### config.mk
export PLATFORM = sky130hd
export DESIGN_NAME = output_writeback
export DESIGN_NICKNAME = d
export VERILOG_FILES = /design/src/rtl/output_writeback.sv
export SDC_FILE = /design/constraint.sdc
export NUM_CORES = 1
export LEC_CHECK = 0
export BUFFER_PORTS_ARGS = -buffer_cell sky130_fd_sc_hd__buf_2
export CAP_MARGIN = 0
export CORE_MARGIN = 2
export CORE_UTILIZATION = 30
export CTS_BUF_LIST = sky130_fd_sc_hd__clkbuf_8 sky130_fd_sc_hd__clkbuf_16
export CTS_CLUSTER_SIZE = 14
export DETAILED_ROUTE_END_ITERATION = 8
export GPL_ROUTABILITY_DRIVEN = 0
export PLACE_DENSITY = 0.45
export SLEW_MARGIN = 20
export SYNTH_ARGS = -nofsm -noshare
export SYNTH_HDL_FRONTEND = slang
export SYNTH_SLANG_ARGS = --single-unit
export TNS_END_PERCENT = 100
### constraint.sdc
create_clock -name clk -period 9.1 [get_ports clk]
set_input_delay 0.455 -clock clk [delete_from_list [all_inputs] [get_ports clk]]
set_output_delay 0.455 -clock clk [all_outputs]
set_load 0.02 [all_outputs]
### src/rtl/output_writeback.sv
// Output writeback: buffers top_system results in a small FIFO and writes them to external memory.
// Optional define OUTPUT_WRITEBACK_CHECKSUM_EN adds a rotate-XOR checksum of completed writes.
module output_writeback #(
    parameter int ACCUMULATION_WIDTH = 32,
    parameter int EXT_MEM_HEIGHT     = 1 << 20,
    parameter int FEATURE_MAP_WIDTH  = 128,
    parameter int FEATURE_MAP_HEIGHT = 128,
    parameter int OUTPUT_NB_CHANNELS = 16,
    parameter int FIFO_DEPTH         = 4,
    parameter int BASE_ADDR          = 0,
    localparam int ADDR_W = $clog2(EXT_MEM_HEIGHT),
    localparam int X_W    = $clog2(FEATURE_MAP_WIDTH),
    localparam int Y_W    = $clog2(FEATURE_MAP_HEIGHT),
    localparam int CH_W   = $clog2(OUTPUT_NB_CHANNELS),
    localparam int TOTAL  = FEATURE_MAP_WIDTH * FEATURE_MAP_HEIGHT * OUTPUT_NB_CHANNELS,
    localparam int CNT_W  = $clog2(TOTAL + 1)
) (
    input  logic                          clk,
    input  logic                          arst,
    input  logic                          start,
    input  logic [ACCUMULATION_WIDTH-1:0] out,
    input  logic                          output_valid,
    input  logic [X_W-1:0]                output_x,
    input  logic [Y_W-1:0]                output_y,
    input  logic [CH_W-1:0]               output_ch,
    output logic [ADDR_W-1:0]             mem_addr,
    output logic [ACCUMULATION_WIDTH-1:0] mem_wdata,
    output logic                          mem_valid,
    input  logic                          mem_ready,
    output logic                          busy,
    output logic                          done,
    output logic                          overflow,
    output logic [CNT_W-1:0]              beat_count
`ifdef OUTPUT_WRITEBACK_CHECKSUM_EN
    ,
    output logic [ACCUMULATION_WIDTH-1:0] checksum
`endif
);

    localparam int IDX_W = $clog2(FIFO_DEPTH);
    localparam int PTR_W = IDX_W + 1;

    typedef enum logic [1:0] {IDLE, COLLECT, DRAIN, DONE} state_t;

    state_t state, state_next;

    logic [PTR_W-1:0]              wr_ptr, rd_ptr;
    logic [ADDR_W-1:0]             addr_mem [FIFO_DEPTH];
    logic [ACCUMULATION_WIDTH-1:0] data_mem [FIFO_DEPTH];
    logic [ADDR_W-1:0]             addr_calc;
    logic                          empty, full, pop, push, drop, beat_in, last_beat, start_accept;

    // Channel-major linear address; the cast truncates modulo 2^ADDR_W.
    assign addr_calc = ADDR_W'(BASE_ADDR
                     + (int'(output_ch) * FEATURE_MAP_HEIGHT + int'(output_y)) * FEATURE_MAP_WIDTH
                     + int'(output_x));

    assign empty = (wr_ptr == rd_ptr);
    assign full  = (wr_ptr[IDX_W] != rd_ptr[IDX_W]) &&
                   (wr_ptr[IDX_W-1:0] == rd_ptr[IDX_W-1:0]);

    assign beat_in      = (state == COLLECT) && output_valid;
    assign pop          = !empty && mem_ready;
    assign push         = beat_in && (!full || pop);
    assign drop         = beat_in && !push;
    assign last_beat    = beat_in && (beat_count == CNT_W'(TOTAL - 1));
    assign start_accept = start && ((state == IDLE) || (state == DONE));

    assign mem_valid = !empty;
    assign mem_addr  = addr_mem[rd_ptr[IDX_W-1:0]];
    assign mem_wdata = data_mem[rd_ptr[IDX_W-1:0]];
    assign busy      = (state == COLLECT) || (state == DRAIN);
    assign done      = (state == DONE);

    // NOTE: sequential state uses non-blocking assignments so every register samples pre-edge values.
    always_ff @(posedge clk or posedge arst) begin
        if (arst) state <= IDLE;
        else      state <= state_next;
    end

    // NOTE: the default assignment first keeps this block purely combinational (no latch).
    always_comb begin
        state_next = state;
        unique case (state)
            IDLE:    if (start) state_next = COLLECT;
            COLLECT: if (last_beat) state_next = DRAIN;
            DRAIN:   if (empty) state_next = DONE;
            DONE:    if (start) state_next = COLLECT;
            default: state_next = IDLE;
        endcase
    end

    always_ff @(posedge clk or posedge arst) begin
        if (arst) begin
            wr_ptr <= '0;
            rd_ptr <= '0;
        end else begin
            if (push) wr_ptr <= wr_ptr + PTR_W'(1);
            if (pop)  rd_ptr <= rd_ptr + PTR_W'(1);
        end
    end

    // NOTE: storage is reset (it is tiny) so the head outputs read 0 straight out of reset.
    always_ff @(posedge clk or posedge arst) begin
        if (arst) begin
            for (int i = 0; i < FIFO_DEPTH; i++) begin
                addr_mem[i] <= '0;
                data_mem[i] <= '0;
            end
        end else if (push) begin
            addr_mem[wr_ptr[IDX_W-1:0]] <= addr_calc;
            data_mem[wr_ptr[IDX_W-1:0]] <= out;
        end
    end

    // Dropped beats still count so a tensor always completes.
    always_ff @(posedge clk or posedge arst) begin
        if (arst) begin
            beat_count <= '0;
            overflow   <= 1'b0;
        end else if (start_accept) begin
            beat_count <= '0;
            overflow   <= 1'b0;
        end else begin
            if (beat_in) beat_count <= beat_count + CNT_W'(1);
            if (drop)    overflow   <= 1'b1;
        end
    end

`ifdef OUTPUT_WRITEBACK_CHECKSUM_EN
    always_ff @(posedge clk or posedge arst) begin
        if (arst)              checksum <= '0;
        else if (start_accept) checksum <= '0;
        else if (pop)          checksum <= {checksum[ACCUMULATION_WIDTH-2:0],
                                            checksum[ACCUMULATION_WIDTH-1]} ^ mem_wdata;
    end
`endif

endmodule

==> results.md <==
* Bufs on Longest Clock Path at 3
* Num rows at 68
* Global-route wire length before repair at 39.39 mm
* Comb pwr share at 42.9%
* Syn. warnings at 0
* Minimum clock period at 3.059 ns
* Post-CTS sizing at 0
* Fraction of registers with async set or reset after synthesis at 100.0%
* Largest net degree at the start of global routing at 150
* Slowest-stage cell, CP: buf_4
* Port bufs at 127
* Sequential-to-total area share from yosys stat at 53.67%
* Number of DRC markers in iteration 0 at 243
* Cts bufs inserted at 27
* Hold Path Class: in2async
* Largest family of logic cells by synthesized area: multiplexers
* Unrepaired setup endpoints after global routing: false
* Nature of the critical path startpoint: flop
* Io pins at 130
* Slew HR at 30.89%
* Cell Int Power at 0.003202 W
* Setup violations, final at 0
* Sw Pwr at 0.001662 W
* CTS Hold Buffers Added at 0
* DRC viols at 0
* Post-Route WL at 24.73 mm
* Initial core utilization at 30.63%
* Core Region at 34710 sq um
* Flop pwr share at 36.3%
* # diodes at 0
* WS Path Type: reg2out
* CP max FO at 52
* Mapped Cells at 649
* Crit. End Element: output pin
* TritonCTS Sinks at 228
* Clock Skew at 0.01202 ns
* Max-cap violations at 0
* Fmax at 326.9 MHz
* Clk pwr share at 20.7%
* Leak at 5.843 nW
* Yosys top cell by area: dfrtp_1
* Post-detail-place hpwl at 14.75 mm
* Number of library cell types mapped by synthesis at 42
* Final period util at 33.62%
* Peak supply drop at 0.0001800 V
* Post-Synth XOR/XNOR Area at 1.459%
* Post-Syn Area per Cell at 16.38 sq um
* #FFs+latches synth at 228
* Compound-Gate Fraction of Synth Area at 2.107%
* Antenna violations before repair at 4
* Status: completed
* Launch point of the worst reg-to-reg path: state[1]$_DFFE_PP0P_
* Mapped cell area at 10630 sq um
* DR vias/cell at 4.776
* Main flop type after synthesis: dfrtp_1
* Die area at 36960 sq um
* Post-synthesis simple-gate area fraction at 3.354%
* Post-synth EDFFs at 0
* H-tree Lvls at 1
* Vias after detailed routing at 5937
* Gr usage total at 13.66%
* Switching part of the total at 34.17%
* Routed len/inst at 19.89 microns
* Crit path largest cell delay at 0.79 ns
* Die Y-Extent at 192.3 microns
* Vias in the first global route at 6796
* Adder-cell area share of the yosys netlist at 1.059%
* Largest cells by area after synthesis: dfrtp_1 54%, mux2_4 13%, mux4_2 11%, mux2_2 9.1%, mux2_1 2.6%
* Crit-path cells: buf_4, mux4_2, buf_2
* Net count, final at 835
* Detail Route Antenna Nets at 0
* Post-synthesis mux area share at 35.06%
* WP data required at 8.65 ns
* Setup tns final at 0 ns
* Slew Limit Fails at 0
* Hold Fails Final Rpt at 0
* Worst reg2reg endpoint: data_mem[117]$_DFFE_PP0P_
* Total power divided by cell area at 391.1 nW/um^2
* Reg-to-reg slack, setup at 6.15 ns
* TritonCTS clock tree: done
* Worst-path clk slew at 0.06 ns
* Worst slew pin tran at 1.037 ns
* Fraction of final layout cells sized beyond drive strength 1 at 52.03%
* Chip Width at 192.3 microns
* Crit path DAT at 2.60 ns
* Syn-to-layout area delta at 16.98%
* Worst reg2reg path depth at 6
* First drt pass iteration count at 4
* Overflow after GRT at 0
* Power, Total at 0.004864 W
* Post-CTS Setup Inserts at 0
* Top-area cell type share of the netlist area at 53.67%
* CTS Root Buffer Type: clkbuf_16
* Worst-Skew Late Latency at 0.52 ns
-- how the worst max path moves through the flow --
stage	from	endpoint	slack (ns)	cells past startpoint
2_1_floorplan	arst	addr_mem[0]$_DFFE_PP0P_	2.40	1
3_3_place_gp	rd_ptr[1]$_DFFE_PP0P_	data_mem[38]$_DFFE_PP0P_	5.84	4
3_5_place_dp	rd_ptr[1]$_DFFE_PP0P_	data_mem[117]$_DFFE_PP0P_	5.75	4
4_1_cts	rd_ptr[1]$_DFFE_PP0P_	data_mem[117]$_DFFE_PP0P_	5.73	4
5_1_grt	rd_ptr[0]$_DFFE_PP0P_	mem_addr[4]	5.87	3
6_report	rd_ptr[0]$_DFFE_PP0P_	mem_addr[4]	6.04	3
-- layout make-up --
cell class	instances	area [sq um]
clock buffers	35	785.8
inverters	9	46.29
well taps	455	569.3
repair buffers	130	681.9
multi-input cells	375	4592
fillers	3307	22280
flip-flops and latches	228	5713
clock inverters	11	48.80
-- state kept, by name (all words and copies together) (netlist names) --
signal	count
wr_ptr	3
rd_ptr	3
data_mem	128
addr_mem	72
beat_count	19
overflow	1
state	2
-- per-layer routing --
metal	track usage, %	wire length (microns)	vias to the layer above
met2	23.41	12150	103
met4	2.995	448	8
met1	17.58	10940	3140
li1	-	-	2648
met5	0	51	-
met3	3.201	1142	38
-- cells in the final DEF, fill, tap and decap left out, types with 3 or more instances in the layout --
master	count
dfrtp_1	226
buf_2	127
mux2_4	90
mux2_2	86
mux4_2	50
clkbuf_16	27
mux2_1	25
nand2_1	17
nor2_1	17
inv_1	16
xnor2_1	11
ha_1	9
a21oi_1	8
clkbuf_8	8
nand3_1	4
o21ai_0	4
nand4_1	4
a31oi_1	4
nor4_1	4
and3_1	3
xor2_1	3
nor3_1	3
a31o_2	3
a41o_1	3
nand2_4	3
-- cell families after synthesis --
family,count (synthesis)
and+or+nand+nor,67
AOI/OAI and AO/OA,30
adders and majority gates,9
buffers and inverters,47
DFF,228
other,1
muxes,251
xor gates and xnor gates,16
-- critical path: cells and delay by family (launching register included) --
| kind | cells | cell delay, ns |
|---|---|---|
| flip-flops | 1 | 0.42 |
| buffers and inverters | 2 | 0.98 |
| multiplexers | 1 | 0.66 |
-- through the flow --
step / cell area [sq um] / hold WS [ns] / utilization, % / setup slack, ns / std cells
6_report: 12440 / 0.03527 / 35.83 / 6.041 / 1243
5_1_grt: 12440 / 0.1166 / 35.83 / 5.873 / 1243
4_1_cts: 12400 / 0.1602 / 35.72 / 5.727 / 1242
3_5_place_dp: 11570 / 0.4754 / 33.32 / 5.745 / 1196
3_3_place_gp: 11560 / 0.4677 / 33.29 / 5.843 / 1196
2_1_floorplan: 10640 / 0.4587 / - / 2.397 / 650
-- power by group through the flow --
stage               clock network [W]  logic (W)  registers [W]
floorplan                           0    0.00166        0.00167
global placement                    0    0.00204        0.00178
detailed placement                  0    0.00208        0.00183
CTS                           0.00105    0.00209        0.00182
global route                  0.00109    0.00225        0.00183
finish                        0.00101    0.00209        0.00177
-- synth_stat cells, types with 5 or more instances --
master and count:
buf_1 5, mux4_2 50, ha_1 9, a21oi_1 8, mux2_4 90, mux2_1 25
nand2_1 17, inv_1 9, nor2_1 17, xnor2_1 11, mux2_2 86, dfrtp_1 228
buf_6 20, buf_2 7
Note: power is estimated with default switching activity, not from simulation.
